File: config.mk
export PLATFORM = sky130hd
export DESIGN_NAME = song_sequencer
export DESIGN_NICKNAME = d
export VERILOG_FILES = /design/src/rtl/song_sequencer.sv
export SDC_FILE = /design/constraint.sdc
export NUM_CORES = 1
export LEC_CHECK = 0
export ABC_AREA = 1
export CORE_MARGIN = 2
export CORE_UTILIZATION = 48
export CTS_CLUSTER_SIZE = 20
export DETAILED_ROUTE_END_ITERATION = 6
export PLACE_DENSITY = 0.88
export SLEW_MARGIN = 20
export SYNTH_ARGS = -nofsm -noshare
export SYNTH_HDL_FRONTEND = slang
export SYNTH_SLANG_ARGS = --single-unit
File: constraint.sdc
create_clock -name clk -period 1.4 [get_ports clk]
set_input_delay 0.28 -clock clk [delete_from_list [all_inputs] [get_ports clk]]
set_output_delay 0.28 -clock clk [all_outputs]
set_load 0.005 [all_outputs]
File: src/rtl/song_sequencer.sv
// song_sequencer: playlist controller between the button debouncers and the
// song reader / note player. Turns play/next/prev pulses and song_done into
// a song select, a play enable and a timed reset pulse on every song change.
module song_sequencer #(
  parameter int SONG_WIDTH   = 2,
  parameter int NUM_SONGS    = 4,
  parameter int RESET_CYCLES = 2
) (
  input  logic                  clk,
  input  logic                  reset,
  input  logic                  play_button,
  input  logic                  next_button,
  input  logic                  prev_button,
  input  logic                  loop_mode,
  input  logic                  song_done,
  output logic                  play,
  output logic [SONG_WIDTH-1:0] song,
  output logic                  reset_player,
  output logic                  playlist_done,
  output logic                  busy
);

  typedef enum logic [1:0] {
    PAUSED  = 2'd0,
    PLAYING = 2'd1,
    SWITCH  = 2'd2
  } state_t;

  localparam logic [SONG_WIDTH-1:0] LAST_SONG = SONG_WIDTH'(NUM_SONGS - 1);
  localparam logic [3:0]            HOLD_LOAD = 4'(RESET_CYCLES - 1);

  state_t                  state_q, state_d;
  logic [SONG_WIDTH-1:0]   song_q, song_d;
  logic                    resume_q, resume_d;
  logic [3:0]              hold_q, hold_d;
  logic                    play_q, play_d;
  logic                    reset_player_q, reset_player_d;
  logic                    playlist_done_q, playlist_done_d;
  logic                    busy_q, busy_d;

  // Wrap at NUM_SONGS rather than at the bus width.
  function automatic logic [SONG_WIDTH-1:0] song_inc(input logic [SONG_WIDTH-1:0] s);
    return (s == LAST_SONG) ? '0 : s + SONG_WIDTH'(1);
  endfunction

  function automatic logic [SONG_WIDTH-1:0] song_dec(input logic [SONG_WIDTH-1:0] s);
    return (s == '0) ? LAST_SONG : s - SONG_WIDTH'(1);
  endfunction

  // Next-state logic; priority next > prev > song_done > play, and every
  // input is dropped while a switch is in progress.
  always_comb begin
    state_d         = state_q;
    song_d          = song_q;
    resume_d        = resume_q;
    hold_d          = hold_q;
    playlist_done_d = 1'b0;

    case (state_q)
      PAUSED: begin
        if (next_button) begin
          song_d   = song_inc(song_q);
          resume_d = 1'b0;
          hold_d   = HOLD_LOAD;
          state_d  = SWITCH;
        end else if (prev_button) begin
          song_d   = song_dec(song_q);
          resume_d = 1'b0;
          hold_d   = HOLD_LOAD;
          state_d  = SWITCH;
        end else if (play_button) begin
          state_d = PLAYING;
        end
      end

      PLAYING: begin
        if (next_button) begin
          song_d   = song_inc(song_q);
          resume_d = 1'b1;
          hold_d   = HOLD_LOAD;
          state_d  = SWITCH;
        end else if (prev_button) begin
          song_d   = song_dec(song_q);
          resume_d = 1'b1;
          hold_d   = HOLD_LOAD;
          state_d  = SWITCH;
        end else if (song_done) begin
          hold_d  = HOLD_LOAD;
          state_d = SWITCH;
          if (song_q != LAST_SONG) begin
            song_d   = song_q + SONG_WIDTH'(1);
            resume_d = 1'b1;
          end else if (loop_mode) begin
            song_d   = '0;
            resume_d = 1'b1;
          end else begin
            song_d          = '0;
            resume_d        = 1'b0;
            playlist_done_d = 1'b1;
          end
        end else if (play_button) begin
          state_d = PAUSED;
        end
      end

      SWITCH: begin
        if (hold_q == '0) begin
          state_d = resume_q ? PLAYING : PAUSED;
        end else begin
          hold_d = hold_q - 4'd1;
        end
      end

      default: begin
        state_d = PAUSED;
      end
    endcase

    // Outputs are registered from the state being entered.
    play_d         = (state_d == PLAYING);
    reset_player_d = (state_d == SWITCH);
    busy_d         = (state_d == SWITCH);
  end

  // State and registered outputs; synchronous reset aborts any switch.
  always_ff @(posedge clk) begin
    if (reset) begin
      state_q         <= PAUSED;
      song_q          <= '0;
      resume_q        <= 1'b0;
      hold_q          <= '0;
      play_q          <= 1'b0;
      reset_player_q  <= 1'b0;
      playlist_done_q <= 1'b0;
      busy_q          <= 1'b0;
    end else begin
      state_q         <= state_d;
      song_q          <= song_d;
      resume_q        <= resume_d;
      hold_q          <= hold_d;
      play_q          <= play_d;
      reset_player_q  <= reset_player_d;
      playlist_done_q <= playlist_done_d;
      busy_q          <= busy_d;
    end
  end

  assign play          = play_q;
  assign song          = song_q;
  assign reset_player  = reset_player_q;
  assign playlist_done = playlist_done_q;
  assign busy          = busy_q;

endmodule

Yosys cells after proc, flatten, opt, wreduce, memory -nomap -nowiden:

Cells that the tools add are included.

* memories kept: 0
* input port bits: 7
* bits in registers: 12
* word-level logic and storage cells: 64
* latch bits: 0
* bits in read-only memories: 0
* output and inout bits: 6
* RAM bits: 0

* add/subtract/negate cells: 3
* shift operators: 0
* multiply operators: 0
* eq/ne operators: 9
* div/mod/pow operators: 0
* $lt $le $gt $ge: 0
* multiplexer cells: 35
* bitwise operators: 2
* reductions and logical operators: 8

Operator list (count)
* $mux 2: 16
* $mux 4: 6
* $pmux 4 s3: 1
* $mux 1: 9
* $eq 2x2->1 const B: 3
* $pmux 2 s3: 1
* $reduce_or 6->1: 1
* $eq 2x1->1 const B: 2
* $logic_not 2->1: 2
* $logic_not 4->1: 1
* $ne 2x2->1 const B: 2
* $ne 4x4->1 const B: 1
* $pmux 2 s2: 1
* $reduce_and 4->1: 1
* $sub 4x1->4 const B: 1
* $ne 3x3->1 const B: 1
* $reduce_and 3->1: 1
* $reduce_bool 3->1: 1
* $add 2x1->2 const B: 1
* $not 1->1: 2
* $pmux 1 s2: 1
* $reduce_bool 2->1: 1
* $sub 2x1->2 const B: 1

Depth between registers and ports, before layout:

* depth after elaboration: 6
* gate-level depth with buffers: 8
* gate-level depth less buffers: 8

Worst setup path before layout:

No wires, ideal clock.

* kind: register to register
* start point: register hold_q[0]
* end point: register hold_q[1]
* cell stages (with the launch flop): 6
* library setup time: 0.066 ns
* setup slack: 0.279 ns
* data arrival time: 1.055 ns
* period minus slack after synthesis: 1.121 ns
* cells stage by stage: dfxtp_1 -> inv_1 -> ha_1 -> nor3_1 -> nand2_2 -> a21oi_2

* cells in the longest elaborated chain, start to end: 3

Ends and longest elaborated chain
* start, declared: RTL line 35 `logic [3:0] hold_q, hold_d;`
* start signal, assigned: RTL line 140 `hold_q <= hold_d;`
* $sub 4x1->4 / $logic_not 4->1 (equally long branches): RTL line 110, 107
* $mux 4 / $ne 2x2->1 (equally long branches)
* $pmux 4 s3 / $reduce_and 4->1 (equally long branches)

Several ways; a longest one is shown, not always the timed one. The select of a mux whose other input is x is not followed.
A chain may end at the register's enable or synchronous reset.

Final worst setup path:

* start point: register play_q, in the netlist play
* end point: output play

RTL lines
* start, declared: RTL line 36 `logic play_q, play_d;`
* start signal, assigned: RTL line 141 `play_q <= play_d;`
* end, declared: RTL line 16 `output logic play,`

No word-level cell between the ends.

==> results.json <==
{
  "fmax_mhz": 733,
  "post_synth_num_cell_types": 21,
  "min_path_type": "flip-flop to flip-flop",
  "cts_tree": "yes",
  "synthesis.instances": 83,
  "synth_top_family_by_area": "simple AND/OR/NAND/NOR gates",
  "startpoint_type": "flip-flop",
  "min_period_over_period_pct": 97.5,
  "status": "completed",
  "path_delay_family": "buffers and inverters",
  "peakVddDrop_uv": 669,
  "cts_sinks": 12,
  "dp_hpwl_um": 994,
  "via_count": 600,
  "avgSynthCellArea_um2": 7.61,
  "core.rowCount": 13,
  "p_int_w": 0.000645,
  "htreeDepth": 1,
  "vias_per_cell": 5.17,
  "insertedDiodeCount": 0,
  "swShare_pct": 30.6,
  "track_usage_pct": 21.7,
  "pwr-share-seq_pct": 42.7,
  "critPathMaxStageDelay_ns": 0.50,
  "die_h_um": 40.3,
  "synthMuxAreaShare_pct": 0,
  "fin_skew_ns": 0.00963,
  "ys_seq_area_share_pct": 38.0,
  "route.detailed.drc": 0,
  "drv_slew": 0,
  "drt_first_pass_iters": 4,
  "fin_crit_ns": 1.36,
  "leakage_nw": 0.424,
  "synth_compound_area_share_pct": 14.9,
  "drv_cap": 0,
  "gp_congestion": 0.883,
  "coreArea_um2": 1270,
  "place_ws_ns": -0.0630,
  "layout_commonest_cell": "inv_1",
  "ioPinCount": 13,
  "grt_pass1_vias": 574,
  "regArea_um2": 244,
  "ys_ff_latch": 12,
  "synth_xor_area_share_pct": 0,
  "nFillCells": 102,
  "path_cells": "clkdlybuf4s50_1",
  "critPathBufInv": 1,
  "root_buffer": "clkbuf_4",
  "grt_pass1_wl_um": 2310,
  "yosys_warnings": 0,
  "drt-total-wl_um": 1420,
  "synth_area_um2": 632,
  "clkPwrFrac_pct": 30.4,
  "worstPathRequired_ns": 1.12,
  "drt-initial-drc-count": 12,
  "synthToLayoutAreaGrowth_pct": 33.5,
  "grt_max_degree": 8,
  "crit_type": "flip-flop to output pin",
  "synthSimpleGateAreaFrac_pct": 28.5,
  "drive_gt1_share_pct": 23.8,
  "power_switching_w": 0.000285,
  "antenna_found_initial": 0,
  "worst_slack_ns": 0.0352,
  "clkSlewWorstSetupHoldPaths_ns": 0.09,
  "clock_latency_ns": 0.28,
  "relSlewSlack_pct": 84.7,
  "tightest_slew_ns": 0.227,
  "power_density_nw_per_um2": 1100,
  "drtAntennaViolNets": 0,
  "synth_adder_area_share_pct": 7.92,
  "final-setup-viol-count": 0,
  "hold_viol": 0,
  "dieWidth_um": 40.3,
  "critPathMaxFanout": 1,
  "p_comb_share_pct": 27.0,
  "cp_slowest_cell": "clkdlybuf4s50_1",
  "die_area_um2": 1620,
  "final_cell_mix": "13 x inv_1, 9 x nand2_1, 9 x dfxtp_1",
  "cp.arrival_ns": 1.08,
  "finish.net_count": 113,
  "port-buffer-count": 12,
  "cts_inserted_buffers": 3,
  "total_power_w": 0.000931,
  "clk_path_buf_depth": 2,
  "start_util_pct": 49.8,
  "wl_per_cell_um": 12.3,
  "syn_nets": 94,
  "grt_remaining_overflow": 0,
  "multiInputGateArea_um2": 332,
  "cp-end-kind": "output pin"
}
[power groups by stage]
stage                     registers [W]  logic [W]  clock network [W]
after detailed placement       0.000407   0.000228                  0
after global routing           0.000400   0.000287           0.000293
final                          0.000397   0.000251           0.000283
after global placement         0.000404   0.000220                  0
after CTS                      0.000397   0.000247           0.000284
after floorplan                0.000402   0.000148                  0
[layer usage]
layer / share of wire, % / vias to the layer above / GRT usage (%)
li1: - / 303 / -
met1: 40 / 276 / 24.7
met2: 54 / 17 / 36.7
met3: 3.7 / 4 / 7.22
met4: 2.4 / 0 / 9.17
met5: 0 / - / 0
[Yosys cell counts]
cell type  instances  area share, %
inv_1             13            7.7
dfxtp_1           12             38
nand2_1            9            5.3
a21oi_1            6            4.8
nor2_1             6            3.6
nand3_1            5            4.0
o21ai_0            5            4.0
ha_1               4            7.9
nand2_2            4            4.0
inv_2              3            1.8
nor3_1             3            2.4
nand4_1            2            2.0
nor2_4             2            3.6
o21ai_2            2            2.8
a21oi_2            1            1.4
buf_4              1            1.2
nand3_2            1            1.6
nand3b_1           1            1.2
nor2_2             1           0.99
o211ai_1           1            1.2
o21ai_1            1           0.79
[path summary, 6_finish.rpt]
check / startpoint / to / slack [ns] / cells after the start
setup / recovery: play$_SDFF_PP0_ / play / 0.04 / 1
hold / removal: resume_q$_SDFFE_PP0P_ / resume_q$_SDFFE_PP0P_ / 0.49 / 2
setup reg to reg: hold_q[0]$_SDFFE_PP0P_ / hold_q[0]$_SDFFE_PP0P_ / 0.12 / 8
hold reg to reg: resume_q$_SDFFE_PP0P_ / resume_q$_SDFFE_PP0P_ / 0.49 / 2
[worst reg2reg max path: cells and delay by family, from the launching register on]
| kind | cells | cell delay (ns) |
|---|---|---|
| DFF | 1 | 0.37 |
| adders and majority gates | 1 | 0.22 |
| AOI/OAI and AO/OA | 2 | 0.22 |
| and+or+nand+nor | 2 | 0.19 |
| buffers and inverters | 3 | 0.18 |
[through the flow]
step	setup TNS [ns]	hold WS (ns)	instance area, um2	utilization (%)	cells
2_1_floorplan	0	0.342	632	-	83
3_5_place_dp	-0.220	0.478	771	60.7	110
6_report	0	0.493	843	66.5	116
3_3_place_gp	-0.0420	0.457	771	60.7	110
5_1_grt	-0.00575	0.537	843	66.5	116
4_1_cts	0	0.495	826	65.1	116
[kinds of logic after synthesis]
kind of cell,after synthesis
flip-flops,12
buffers and inverters,17
AND/OR/NAND/NOR,34
adder cells (fa/ha/maj),4
AO/OA/AOI/OAI,16
[flip-flops by register name, summed over array words and instances, names as in the netlist]
register       count
busy               1
hold_q             4
play               1
playlist_done      1
resume_q           1
song               2
state_q            2
[final cells by class]
class                      count  area share (%)
multi-input combinational     54            39.3
sequential                    12            28.9
timing repair buffer          15            18.1
inverter                      16            7.12
clock buffer                   4            4.30
tap                           15            2.23
[timing repair]
action | 4_1_cts | 5_1_grt
setup endpoints to repair | 3 | 7
setup buffers | 2 | 0
hold buffers | 0 | 0
resized for setup | 3 | 7
(Power assumes the default switching activity.)
